===== src/rtl/agdc_ctrl_param.sv =====
// Garage-door motor controller (Moore FSM).
// Drives the up/down motor enables from the limit switches, the push-button,
// and the beam-break sensor. Adds a motion watchdog, obstruction
// auto-reverse, stop-on-button while the door is moving, and a latched fault.
module agdc_ctrl_param #(
    parameter int MOVE_TIMEOUT = 1000,
    parameter int TMR_W        = $clog2(MOVE_TIMEOUT + 1),
    parameter bit REVERSE_EN   = 1'b1
) (
    input  logic       CLK,
    input  logic       RST,
    input  logic       Activate,
    input  logic       UP_Max,
    input  logic       DN_Max,
    input  logic       Obstruct,
    input  logic       Fault_Clr,
    output logic       UP_M,
    output logic       DN_M,
    output logic       Fault,
    output logic [2:0] State
);

    localparam logic [2:0] IDLE  = 3'd0;
    localparam logic [2:0] MV_UP = 3'd1;
    localparam logic [2:0] MV_DN = 3'd2;
    localparam logic [2:0] STOP  = 3'd3;
    localparam logic [2:0] FAULT = 3'd4;

    // Direction of the last interrupted travel: 0 = up, 1 = down.
    localparam logic DIR_UP = 1'b0;
    localparam logic DIR_DN = 1'b1;

    // The watchdog fires on the last permitted motor-on cycle, so the motor
    // runs for at most MOVE_TIMEOUT cycles in one travel segment.
    localparam logic [TMR_W-1:0] TMR_LAST = TMR_W'(MOVE_TIMEOUT - 1);
    localparam logic [TMR_W-1:0] TMR_MAX  = {TMR_W{1'b1}};

    logic [2:0]       state;
    logic [2:0]       state_nxt;
    logic             act_q;
    logic             act_rise;
    logic             last_dir;
    logic             last_dir_nxt;
    logic [TMR_W-1:0] timer;
    logic             timeout;
    logic             moving;

    assign act_rise = Activate & ~act_q;
    assign moving   = (state == MV_UP) || (state == MV_DN);
    assign timeout  = (timer == TMR_LAST);

    // Next-state selection; the sensor-conflict check overrides every state but FAULT.
    always_comb begin
        state_nxt    = state;
        last_dir_nxt = last_dir;
        if (state != FAULT && UP_Max && DN_Max) begin
            state_nxt = FAULT;
        end else begin
            case (state)
                IDLE: begin
                    if (act_rise) begin
                        state_nxt = UP_Max ? MV_DN : MV_UP;
                    end
                end
                MV_UP: begin
                    if (UP_Max) begin
                        state_nxt = IDLE;
                    end else if (act_rise) begin
                        state_nxt    = STOP;
                        last_dir_nxt = DIR_UP;
                    end else if (timeout) begin
                        state_nxt = FAULT;
                    end
                end
                MV_DN: begin
                    if (DN_Max) begin
                        state_nxt = IDLE;
                    end else if (Obstruct) begin
                        state_nxt    = REVERSE_EN ? MV_UP : STOP;
                        last_dir_nxt = DIR_DN;
                    end else if (act_rise) begin
                        state_nxt    = STOP;
                        last_dir_nxt = DIR_DN;
                    end else if (timeout) begin
                        state_nxt = FAULT;
                    end
                end
                STOP: begin
                    if (act_rise) begin
                        state_nxt = (last_dir == DIR_UP) ? MV_DN : MV_UP;
                    end
                end
                FAULT: begin
                    if (Fault_Clr) begin
                        state_nxt = IDLE;
                    end
                end
                default: state_nxt = IDLE;
            endcase
        end
    end

    // State, button history and direction memory.
    always_ff @(posedge CLK or negedge RST) begin
        if (!RST) begin
            state    <= IDLE;
            act_q    <= 1'b0;
            last_dir <= DIR_UP;
        end else begin
            state    <= state_nxt;
            act_q    <= Activate;
            last_dir <= last_dir_nxt;
        end
    end

    // Watchdog: restarts on every state change, counts motor-on cycles.
    always_ff @(posedge CLK or negedge RST) begin
        if (!RST) begin
            timer <= '0;
        end else if (state_nxt != state) begin
            timer <= '0;
        end else if (moving && timer != TMR_MAX) begin
            timer <= timer + 1'b1;
        end
    end

    assign UP_M  = (state == MV_UP);
    assign DN_M  = (state == MV_DN);
    assign Fault = (state == FAULT);
    assign State = state;

endmodule


===== config.mk =====
export PLATFORM = sky130hd
export DESIGN_NAME = agdc_ctrl_param
export DESIGN_NICKNAME = d
export VERILOG_FILES = /design/src/rtl/agdc_ctrl_param.sv
export SDC_FILE = /design/constraint.sdc
export NUM_CORES = 1
export LEC_CHECK = 0
export CAP_MARGIN = 10
export CORE_ASPECT_RATIO = 0.9
export CORE_MARGIN = 2
export CORE_UTILIZATION = 55
export DETAILED_ROUTE_END_ITERATION = 10
export PLACE_DENSITY = 0.82
export SLEW_MARGIN = 10
export SYNTH_ARGS = -nofsm -noshare
export SYNTH_HDL_FRONTEND = slang
export SYNTH_SLANG_ARGS = --single-unit

===== constraint.sdc =====
create_clock -name CLK -period 5.6 [get_ports CLK]
set_input_delay 1.12 -clock CLK [delete_from_list [all_inputs] [get_ports CLK]]
set_output_delay 1.12 -clock CLK [all_outputs]
set_load 0.01 [all_outputs]

* Word level (Yosys, flattened, before mapping) *
Index checks and enable logic that the tools add are counted.

word-level totals
  input bits = 7
  flip-flop bits (word level) = 15

cells by class
  multiplexer cells = 20
  eq/ne operators = 12
  $add $sub $neg = 1
  reduce and logical (&&, ||, !) cells = 8
  bitwise logic cells = 3

operators by type and width
  operator                 count
  $mux W3                  9
  $mux W10                 2
  $pmux W3 S5              1
  $add A10 B1 Y10 const B  1
  $eq A10 B10 Y1 const B   1
  $ne A10 B10 Y1 const B   1
  $eq A3 B2 Y1 const B     2
  $reduce_and A6 Y1        1
  $mux W1                  5
  $mux W2                  2
  $ne A2 B2 Y1 const B     2
  $reduce_bool A2 Y1       2
  $eq A3 B1 Y1 const B     1
  $eq A3 B3 Y1 const B     1
  $logic_and A1 B1 Y1      3
  $logic_not A3 Y1         1
  $ne A3 B2 Y1 const B     1
  $ne A3 B3 Y1             1
  $ne A3 B3 Y1 const B     1
  $ne A2 B1 Y1 const B     1
  $not A1 Y1               2
  $pmux W1 S2              1
  $and A1 B1 Y1            1
  $logic_or A1 B1 Y1       1

* Logic depth before layout (Yosys ltp) *
  depth after elaboration = 9
  mapped depth = 7

* Least setup slack after synthesis *
No wires, ideal clock.

  kind = input to register
  start = in Obstruct
  end = reg timer[4]
  path slack = 3018 ps
  stages = 5
  buffers on the path = 0
  required time = 5459 ps
  setup time = 141 ps
  arrival time = 2441 ps
  cell sequence = or4b_1 a21oi_2 o221ai_2 o311ai_4 nor4_2

on the way
  word-level cells in the longest chain between the ends = 6

RTL lines
  element                                                RTL line  text
  start, declared                                        15        input logic Obstruct,
  $mux W3 *                                              78        end else if (Obstruct) begin
  $mux W3 *                                              76        if (DN_Max) begin
  $pmux W3 S5 *                                          59        case (state)
  $mux W3 *                                              56        if (state != FAULT && UP_Max && DN_Max) begin
  $ne A3 B3 Y1 *                                         120       end else if (state_nxt != state) begin
  $mux W10 / $reduce_bool A2 Y1 (equally long branches)  -
  end signal, assigned                                   123       timer <= timer + 1'b1;
  end, declared                                          44        logic [TMR_W-1:0] timer;

Every way passes the cells marked *; elsewhere a longest branch is shown, timed or not.
A chain may end at the register's enable or synchronous reset.

* Worst setup path after layout *
  start = reg state[1] (netlist: State[1])
  end = out UP_M

on the way
  word-level cells in the longest chain between the ends = 1

RTL lines
  element                 RTL line  text
  start, declared         38        logic [2:0] state;
  start signal, assigned  110       state <= state_nxt;
  $eq A3 B1 Y1            127       assign UP_M = (state == MV_UP);
  end, declared           17        output logic UP_M,

Every way passes these cells.

==> flow_summary.yaml <==
setup_path:
  required_ns: 4.48
  r2r_end: "timer[7]"
  critPathBufInv: 1
  crit_family: "flip-flops"
  crit_type: "register to output port"
  worst-r2r-setup-slack_ns: 3.25
  cp_max_fo: 20
  crit_path_cell_trace: "nand2b_1, nor2_1, clkdlybuf4s50_1"
  startpoint_type: "register"
  worstRegToRegCells: 5
  slowest_stage: "dfrtp_1"
  cpPeakStageDelay_ns: 0.61
  critPathArrivalTime_ns: 1.86
  endpoint_kind: "output port"
  r2r-start: "State[1]"
routing:
  dr.pass1.iters: 4
  drt-initial-drc-count: 29
  vias: 969
  antenna_left: 0
  viasPerCell: 6.42
  wl_um: 2190
  wl_per_cell_um: 14.5
  drc_errors: 0
logic_synthesis:
  ys_warn_count: 0
  synth_commonest_cells: "dfrtp_1, nor3_1, nand2_1, nor2_1"
  syn-mean-instance-area_um2: 9.08
  synth_top_cell_by_area: "dfrtp_1"
  synth_ff_type: "dfrtp_1"
  synthesis.area_um2: 1050
  synth_edf_count: 0
  synth.area.top_cells: "dfrtp_1, nor3_1, xnor2_1, nand2_1, a21oi_1"
  synthDominantCellAreaShare: 0.356
  syn_nets: 124
  synth.ff_latch_count: 15
  synth.distinct_cells: 44
  yosysMostFrequentCell: "dfrtp_1"
  synthCells: 116
  synthArstFlopShare: 1.00
  ys_seq_area_frac: 0.356
outcome:
  status: "finished, final reports clean"
finish:
  n_antenna_cell: 0
  seq_area_um2: 375
  drive_above_1_share: 0.111
  multi_input_area_um2: 626
  nFillCells: 156
  layout.nets: 135
  fin_util: 0.645
  area_growth_pct: 13.8
  stdcell_count: 151
worst_hold_path:
  min-delay-start: "last_dir"
  whs_endpoint: "last_dir"
  whs_path_depth: 2
  worstHoldPathType: "register to register"
timing:
  tightest_slew_ns: 0.661
  fmax_ghz: 0.336
  finClkSkew_ns: 0.0110
  rsz0062_at_grt: "no"
  final.setup.tns_ns: 0
  period_minus_slack_ns: 2.98
  max_slew_margin: 0.558
  setup_viol: 0
  hold_viol_final: 0
  slew_viol_final: 0
  fin_crit_sh: 0.532
die:
  dieHeight_um: 45.5
  die-area_um2: 2280
  core_area_um2: 1860
  die_w_um: 50.1
  row_count: 15
  ios: 13
  initial_core_util: 0.567
clocking:
  cts_tree: "done"
  clkTransAtPathRegs_ns: 0.08
  worstSkewPairLatency_ns: 0.29
  hold_buffers: 0
  cts_sinks: 15
  cts_made_buffers: 3
  cts_repair_resize_count: 0
  htreeDepth: 1
  cts_buffer_depth: 2
  root_buffer: "clkbuf_4"
  cts_setup_buffers: 0
grt:
  antenna_found_initial: 0
  grt_start_max_net_pins: 21
  grt_pass1_vias: 850
  grt.overflow.total: 0
  grt_usage: 0.215
  grt_pass1_wl_um: 3730
power_and_ir_drop:
  ir_drop_mv: 0.220
  power_density_nw_per_um2: 337
  leakage_uw: 0.000435
place:
  place.gp.congestion: 0.865
  hpwlAfterDp_um: 1600
  io_buffers: 12
  dp.cells: 147
flow_run:
  cap_violations: 0
==> cells in the final DEF (no fill, tap or decap), types with 2 or more instances in the layout <==
master | netlist | layout
nand3b_1 | 2 | 2
dfrtp_1 | 15 | 15
nand3_1 | 4 | 4
clkdlybuf4s50_1 | 0 | 12
or3b_2 | 2 | 2
nor4_2 | 2 | 2
nor3_1 | 11 | 11
nand2b_1 | 3 | 3
and4_1 | 2 | 2
nand4_1 | 2 | 2
xnor2_1 | 5 | 5
clkbuf_4 | 0 | 3
nand2_1 | 9 | 9
inv_1 | 5 | 5
mux2i_1 | 2 | 2
nor2_1 | 7 | 7
or3_1 | 3 | 3
a21oi_1 | 6 | 6
o21ai_0 | 6 | 6
==> cell families (layout without fill, tap and decap cells) <==
| logic type | Yosys count | in the layout | share of synthesized area |
|---|---|---|---|
| and+or+nand+nor | 54 | 54 | 0.302 |
| AOI/OAI and AO/OA | 27 | 27 | 0.211 |
| DFF | 15 | 15 | 0.356 |
| buffers and inverters | 11 | 21 | 0.0499 |
| xor gates and xnor gates | 6 | 6 | 0.0499 |
| muxes | 2 | 2 | 0.0190 |
| adders and majority gates | 1 | 1 | 0.0119 |
==> worst max path at each step <==
stage	slack, ns	cells after the start	end	from
3_3_place_gp	2.42	6	timer[5]	UP_Max
6_report	2.62	3	UP_M	State[1]
2_1_floorplan	3.02	5	timer[4]	Obstruct
5_1_grt	2.48	3	DN_M	State[1]
3_5_place_dp	2.36	6	timer[7]	UP_Max
4_1_cts	2.60	3	UP_M	State[1]
==> worst reg2reg max path, stage by stage (launching register included) <==
cell	delay [ns]
dfrtp_1	0.74
or4b_1	0.52
a21oi_2	0.20
o221ai_2	0.14
o311ai_4	0.49
nor3_1	0.12
==> through the flow <==
step / instance area [um^2] / hold slack, ns / total power, uW / setup slack [ns]
after global placement: 1170 / 0.545 / 340 / 2.42
after floorplan: 1050 / 0.512 / 292 / 3.02
after global routing: 1200 / 0.629 / 434 / 2.48
after detailed placement: 1170 / 0.570 / 344 / 2.36
final: 1200 / 0.577 / 404 / 2.62
after CTS: 1200 / 0.589 / 407 / 2.60
==> flip-flops by register name, indices dropped and copies added, names as in the netlist <==
signal / count
last_dir: 1
timer: 10
State: 3
act_q: 1
==> final cells by class <==
class / instances / area share
multi-input combinational: 90 / 0.522
inverter: 5 / 0.0157
sequential: 15 / 0.313
clock buffer: 3 / 0.0188
timing repair buffer: 12 / 0.100
clock inverter: 1 / 0.00418
tap: 25 / 0.0261
==> per-layer routing <==
layer  GRT usage  wire length (um)
met5           0                 0
met4      0.0389                12
met3      0.0493               142
met2       0.345              1040
met1       0.302              1000
==> report_power, final <==
group / internal, uW / switching, uW
clock network: 26.6 / 35.5
registers: 121 / 42.8
logic: 86.3 / 92.1
Power figures use the tool's default switching activity.
